[config.mk]
export PLATFORM = sky130hd
export DESIGN_NAME = ysyx_25020037_icache
export DESIGN_NICKNAME = d
export VERILOG_FILES = /design/src/rtl/ysyx_25020037_icache.sv
export SDC_FILE = /design/constraint.sdc
export NUM_CORES = 1
export LEC_CHECK = 0
export CORE_MARGIN = 1.5
export CORE_UTILIZATION = 45
export DETAILED_ROUTE_END_ITERATION = 10
export GPL_ROUTABILITY_DRIVEN = 0
export HOLD_SLACK_MARGIN = 0.08
export REMOVE_ABC_BUFFERS = 1
export SETUP_SLACK_MARGIN = 0.05
export SLEW_MARGIN = 10
export SYNTH_ARGS = -nofsm -noshare
export SYNTH_HDL_FRONTEND = slang
export SYNTH_SLANG_ARGS = --single-unit
[constraint.sdc]
create_clock -name clk -period 11.5 [get_ports clk]
set_input_delay 3.45 -clock clk [delete_from_list [all_inputs] [get_ports clk]]
set_output_delay 3.45 -clock clk [all_outputs]
set_load 0.005 [all_outputs]
[src/rtl/ysyx_25020037_icache.sv]
// Direct-mapped instruction cache sitting between the IFU and its refill path.
// Zero-cycle hit lookup, block refill on miss, fence.i invalidate-all, hit/miss stats.
module ysyx_25020037_icache #(
  parameter int BLOCK_SIZE = 4,
  parameter int NUM_LINES  = 16,
  parameter int OFFSET_W   = $clog2(BLOCK_SIZE),
  parameter int INDEX_W    = $clog2(NUM_LINES),
  parameter int TAG_W      = 32 - INDEX_W - OFFSET_W
) (
  input  logic                    clk,
  input  logic                    rst_n,
  input  logic [31:0]             icache_addr,
  output logic [31:0]             icache_data,
  output logic                    icache_hit,
  output logic                    icache_ready,
  input  logic                    access_en,
  output logic                    mem_req,
  output logic [31:0]             mem_addr,
  input  logic [BLOCK_SIZE*8-1:0] mem_data,
  input  logic                    mem_ready,
  input  logic                    fence_i,
  output logic                    flush_done,
  output logic [31:0]             hit_cnt,
  output logic [31:0]             miss_cnt
);

  localparam int LINE_W = BLOCK_SIZE * 8;

  localparam logic [1:0] IDLE  = 2'd0;
  localparam logic [1:0] MISS  = 2'd1;
  localparam logic [1:0] FLUSH = 2'd2;

  logic [1:0]           state;
  logic [1:0]           state_nxt;
  logic [NUM_LINES-1:0] valid;
  logic [TAG_W-1:0]     tag_arr  [NUM_LINES];
  logic [LINE_W-1:0]    data_arr [NUM_LINES];

  logic [TAG_W-1:0]     tag;
  logic [INDEX_W-1:0]   idx;
  logic [LINE_W-1:0]    line;
  logic                 idle;
  logic                 fill;
  logic                 addr_unused;

  assign tag  = icache_addr[31 -: TAG_W];
  assign idx  = icache_addr[OFFSET_W +: INDEX_W];
  assign line = data_arr[idx];
  assign idle = (state == IDLE);
  assign fill = (state == MISS) & mem_ready;

  assign addr_unused = ^icache_addr[1:0];

  assign icache_ready = idle;
  assign flush_done   = (state == FLUSH);

  assign icache_hit = idle & valid[idx]
                    & (tag_arr[idx] == tag)
                    & ~fence_i;

  // A held mem_ready from the last refill must not start a new miss
  assign mem_req = idle & ~icache_hit
                 & ~fence_i & ~mem_ready;

  assign mem_addr = {icache_addr[31:OFFSET_W],
                     {OFFSET_W{1'b0}}};

  generate
    if (BLOCK_SIZE > 4) begin : g_sel
      logic [OFFSET_W-3:0] wsel;
      assign wsel = icache_addr[OFFSET_W-1:2];
      assign icache_data = line[{wsel, 5'd0} +: 32];
    end else begin : g_word
      assign icache_data = line[31:0];
    end
  endgenerate

  always_comb begin
    state_nxt = state;
    case (state)
      IDLE: begin
        if (fence_i)      state_nxt = FLUSH;
        else if (mem_req) state_nxt = MISS;
      end
      MISS:  if (mem_ready) state_nxt = IDLE;
      FLUSH: state_nxt = IDLE;
      default: state_nxt = IDLE;
    endcase
  end

  always_ff @(posedge clk or negedge rst_n) begin
    if (!rst_n) begin
      state <= IDLE;
    end else begin
      state <= state_nxt;
    end
  end

  always_ff @(posedge clk or negedge rst_n) begin
    if (!rst_n) begin
      valid <= '0;
    end else if (state == FLUSH) begin
      valid <= '0;
    end else if (fill) begin
      valid[idx] <= 1'b1;
    end
  end

  always_ff @(posedge clk) begin
    if (fill) begin
      tag_arr[idx]  <= tag;
      data_arr[idx] <= mem_data;
    end
  end

  always_ff @(posedge clk or negedge rst_n) begin
    if (!rst_n) begin
      hit_cnt  <= '0;
      miss_cnt <= '0;
    end else begin
      if (access_en & icache_hit) hit_cnt <= hit_cnt + 32'd1;
      if (mem_req) miss_cnt <= miss_cnt + 32'd1;
    end
  end

endmodule

# Word-level counts from Yosys, hierarchy flattened
# Memories as Yosys holds them, arrays and structs flattened.
# Cells that the tools add are included.
# word_totals
in_bits	69
memories	2
ff_bits	82
ramBits	928
output_inout_bits	132
word_cells	43
# mem_list
memory	depth	word_bits	rd	rd_ports_with_merged_regs	wr	line	text
data_arr	16	32	1	0	1	37	logic [LINE_W-1:0] data_arr [NUM_LINES];
tag_arr	16	26	1	0	1	36	logic [TAG_W-1:0] tag_arr [NUM_LINES];
# classes
order_cmp	2
mux	12
eq_ne	5
n_addsub	2
n_bitwise	12
reduce_logical	4
# op_table
op	n
$add A32 B1 Y32 const B	2
$mux W16	2
$eq A26 B26 Y1	1
$or A16 B16 Y16	1
$and A1 B1 Y1	8
$mux W2	3
$lt A4 B5 Y1 const B	1
$bmux W1 S4	1
$demux W1 S4	1
$ge A4 B1 Y1 const B	1
$mux W1	4
$pmux W2 S2	1
$ne A3 B3 Y1 const B	1
$not A1 Y1	3
$eq A2 B1 Y1 const B	1
$eq A2 B2 Y1 const B	1
$logic_not A2 Y1	1
$ne A2 B2 Y1 const B	1
$reduce_and A2 Y1	1
$reduce_bool A2 Y1	1
$logic_and A1 B1 Y1	1

# Depth between registers and ports, before layout
# depth
word_depth	12
ltp_mapped	15

# Worst setup path before layout
# Ideal clock, no wire load.
# synth_timing
path_kind	input-to-output
from	in icache_addr[2]
to	out icache_data[11]
setup_slack_ps	1850
cell_stages	9
required_time_ps	8050
arrival_ps	6200
path_buffers	7
cell_sequence	buf_6 > buf_8 > buf_6 > buf_6 > buf_2 > buf_2 > buf_1 > mux4_2 > mux4_2
# synth_via
elab_chain_cells	1
# synth_rtl
item	line	text
from (decl)	12	input logic [31:0] icache_addr,
$mem_v2 Z16 W32	-	
to (decl)	13	output logic [31:0] icache_data,
# Every way passes these cells.

# Worst setup path in the final report
# layout_timing
from	in icache_addr[3]
to	out icache_hit
# layout_via
elab_chain_cells	5
elab_cells_between_ends	7
# layout_rtl
item	line	text
branches (longest 3 deep; another with $mem_v2 Z16 W26)	-	
$and A1 B1 Y1 (*)	58	& (tag_arr[idx] == tag)
$and A1 B1 Y1 (*)	59	& ~fence_i;
to (decl)	14	output logic icache_hit,
# Every way passes the cells marked *. The select of a mux whose other input is x is not followed.

==> impl_metrics.tcl <==
set metrics [dict create \
    status "finished, final reports clean" \
    dieArea_sq_um 90200 \
    grt_overflow_total 0 \
    synthFlopType "edfxtp_1" \
    power_leakage_nw 15.4 \
    criticalPathCategory "input pin to primary output" \
    crit_arrival_ps 7620 \
    grt.total_usage 0.204 \
    layout.nets 2208 \
    drcViolationCount 0 \
    vias_per_cell 5.72 \
    fin_ws_ps 427 \
    max_freq_mhz 90.3 \
    h-tree-depth 3 \
    dp_slack_ps 468 \
    cts_buffers 103 \
    rows 108 \
    maxCapViolations 0 \
    layout-drive-gt1-share 0.235 \
    synth_area_sq_um 39800 \
    path_clk_slew_ps 60 \
    die_x_um 300 \
    peakVddDrop_mv 0.120 \
    synth_edf_count 928 \
    cts_setup_buffers 0 \
    startpoint_type "input pin" \
    hold_violations 0 \
    regArea_sq_um 29900 \
    dp_hpwl_um 49600 \
    ys_types 70 \
    grt_max_degree 122 \
    synth-warning-count 0 \
    wl_um 90800 \
    clk_path_buf_depth 3 \
    drt-pass1-iter-count 5 \
    hp-class "flip-flop to flip-flop" \
    postRouteAntennaNets 0 \
    period_needed_ps 11070 \
    initial_core_util 0.456 \
    worstPathRequired_ps 8050 \
    antenna_found_initial 1 \
    stdcell_area_sq_um 46600 \
    fillCellCount 6753 \
    p_total_mw 7.85 \
    first_iter_violations 1866 \
    grt_pass1_wl_um 134000 \
    setup_viol 0 \
    period_share 0.963 \
    utilization 0.534 \
    power_density_nw_per_um2 169 \
    placed_cell_area_sq_um 43100 \
    tns_ps 0 \
    maxSlewHeadroom 0.226 \
    post_cts_resized 0 \
    io_pins 201 \
    cts_root_buf "clkbuf_16" \
    multi_input_area_sq_um 9230 \
    rsz0062_at_grt "no" \
    port_buffers 196 \
    core_area_sq_um 87200 \
    ys_ff_latch 1010 \
    end_kind "primary output" \
    worst_pin_slew_ps 1160 \
    clk_latency_ps 670 \
    syn_area_per_cell_sq_um 21.1 \
    cts_tree "yes" \
    clock-sinks 1010 \
    fin_worst_skew_ps 46.2 \
    synthCells 1886 \
    async_flop_share 0.0812 \
    crit_fanout 38 \
    die_y_um 300 \
    hold_buffers 0 \
    wl_per_cell_um 26.9 \
    area_delta_synth_final_pct 17.1 \
    grt_pass1_vias 20400 \
    synth_seq_area_share 0.752 \
    timing.final.max_slew_violations 0 \
    dr_total_vias 19300 \
]
## final timing paths
| check | end | start | cells past startpoint | slack [ps] |
|---|---|---|---|---|
| min reg2reg | hit_cnt[31]$_DFFE_PN0P_ | hit_cnt[31]$_DFFE_PN0P_ | 1 | 480 |
| min | hit_cnt[31]$_DFFE_PN0P_ | hit_cnt[31]$_DFFE_PN0P_ | 1 | 480 |
| max in group asynchronous | hit_cnt[0]$_DFFE_PN0P_ | rst_n | 1 | 7870 |
| max | icache_hit | icache_addr[3] | 11 | 430 |
| min in group asynchronous | hit_cnt[26]$_DFFE_PN0P_ | rst_n | 1 | 2950 |
| max reg2reg | hit_cnt[20]$_DFFE_PN0P_ | state[1]$_DFFE_PN0P_ | 8 | 7660 |
## where the power goes
group          internal, mW  leakage (nW)  switching, mW  total (mW)
clock                  1.96          1.67           1.41        3.36
combinational         0.203          4.26          0.230       0.432
sequential             4.04          9.46         0.0165        4.05
## layout make-up
type                            instances  area share
Inverter                               15     0.00124
Clock buffer                          124      0.0590
Multi-Input combinational cell        745       0.198
Tap cell                             1155      0.0310
Timing Repair Buffer                  262      0.0532
Sequential cell                      1010       0.642
Antenna cell                            1   0.0000537
Clock inverter                         70      0.0150
## synth_stat cells (12+ instances only)
cell type,instances,share of area
xnor2_1,45,0.0099
buf_4,35,0.0066
buf_2,23,0.0029
nor4_1,12,0.0019
nand3_1,20,0.0025
buf_1,15,0.0014
dfrtp_1,82,0.052
xor2_1,46,0.010
mux2i_1,83,0.021
nand2_1,45,0.0042
mux2_2,17,0.0048
nor2_1,66,0.0062
nor3_1,16,0.0020
edfxtp_1,928,0.70
clkbuf_1,33,0.0031
mux4_2,241,0.14
nand4_1,14,0.0022
## logic make-up after synthesis
group,synth area share
compound gates,0.0139
buf+inv,0.0187
other cells,0.0000943
mux,0.163
flops,0.752
fa+ha+maj,0.000629
simple gates,0.0311
xor+xnor,0.0209
## metrics by stage
| stage | hold WS, ps | instances |
|---|---|---|
| after floorplan | 461 | 1770 |
| after global placement | 462 | 3187 |
| after detailed placement | 470 | 3187 |
| after CTS | 483 | 3381 |
| after global routing | 499 | 3382 |
| final | 483 | 3382 |
## cells in the final DEF, fill, tap and decap left out, drive strengths merged, types with 12 or more instances in the layout
master,n
buf,71
clkbuf,124
clkdlybuf4s50,191
clkinv,50
dfrtp,82
edfxtp,928
inv,16
mux2,19
mux2i,83
mux4,241
nand2,46
nand3,25
nand4,14
nor2,67
nor3,17
nor4,14
o22ai,12
xnor2,47
xor2,46
## sequential cells by signal, indices dropped and copies added (netlist names)
signal / cells
data_arr: 512
tag_arr: 416
hit_cnt: 32
miss_cnt: 32
valid: 16
state: 2
## worst max-delay path, cell delays in order
cell             delay [ps]
buf_6                   360
and2_1                  470
a22oi_1                 190
a41oi_1                 310
o2111ai_1               170
or4_1                   650
nand4b_1                200
or3b_2                  480
nor3_1                  550
buf_4                   220
clkdlybuf4s50_1         490
## metal layers
metal  track usage  vias to the layer above  part of all wire
met3        0.0277                      145             0.050
met1         0.277                    10400              0.42
met4        0.0636                        0             0.024
met5             0                        -                 0
li1              -                     8256                 -
met2         0.345                      560              0.51
Power figures use the tool's default switching activity.
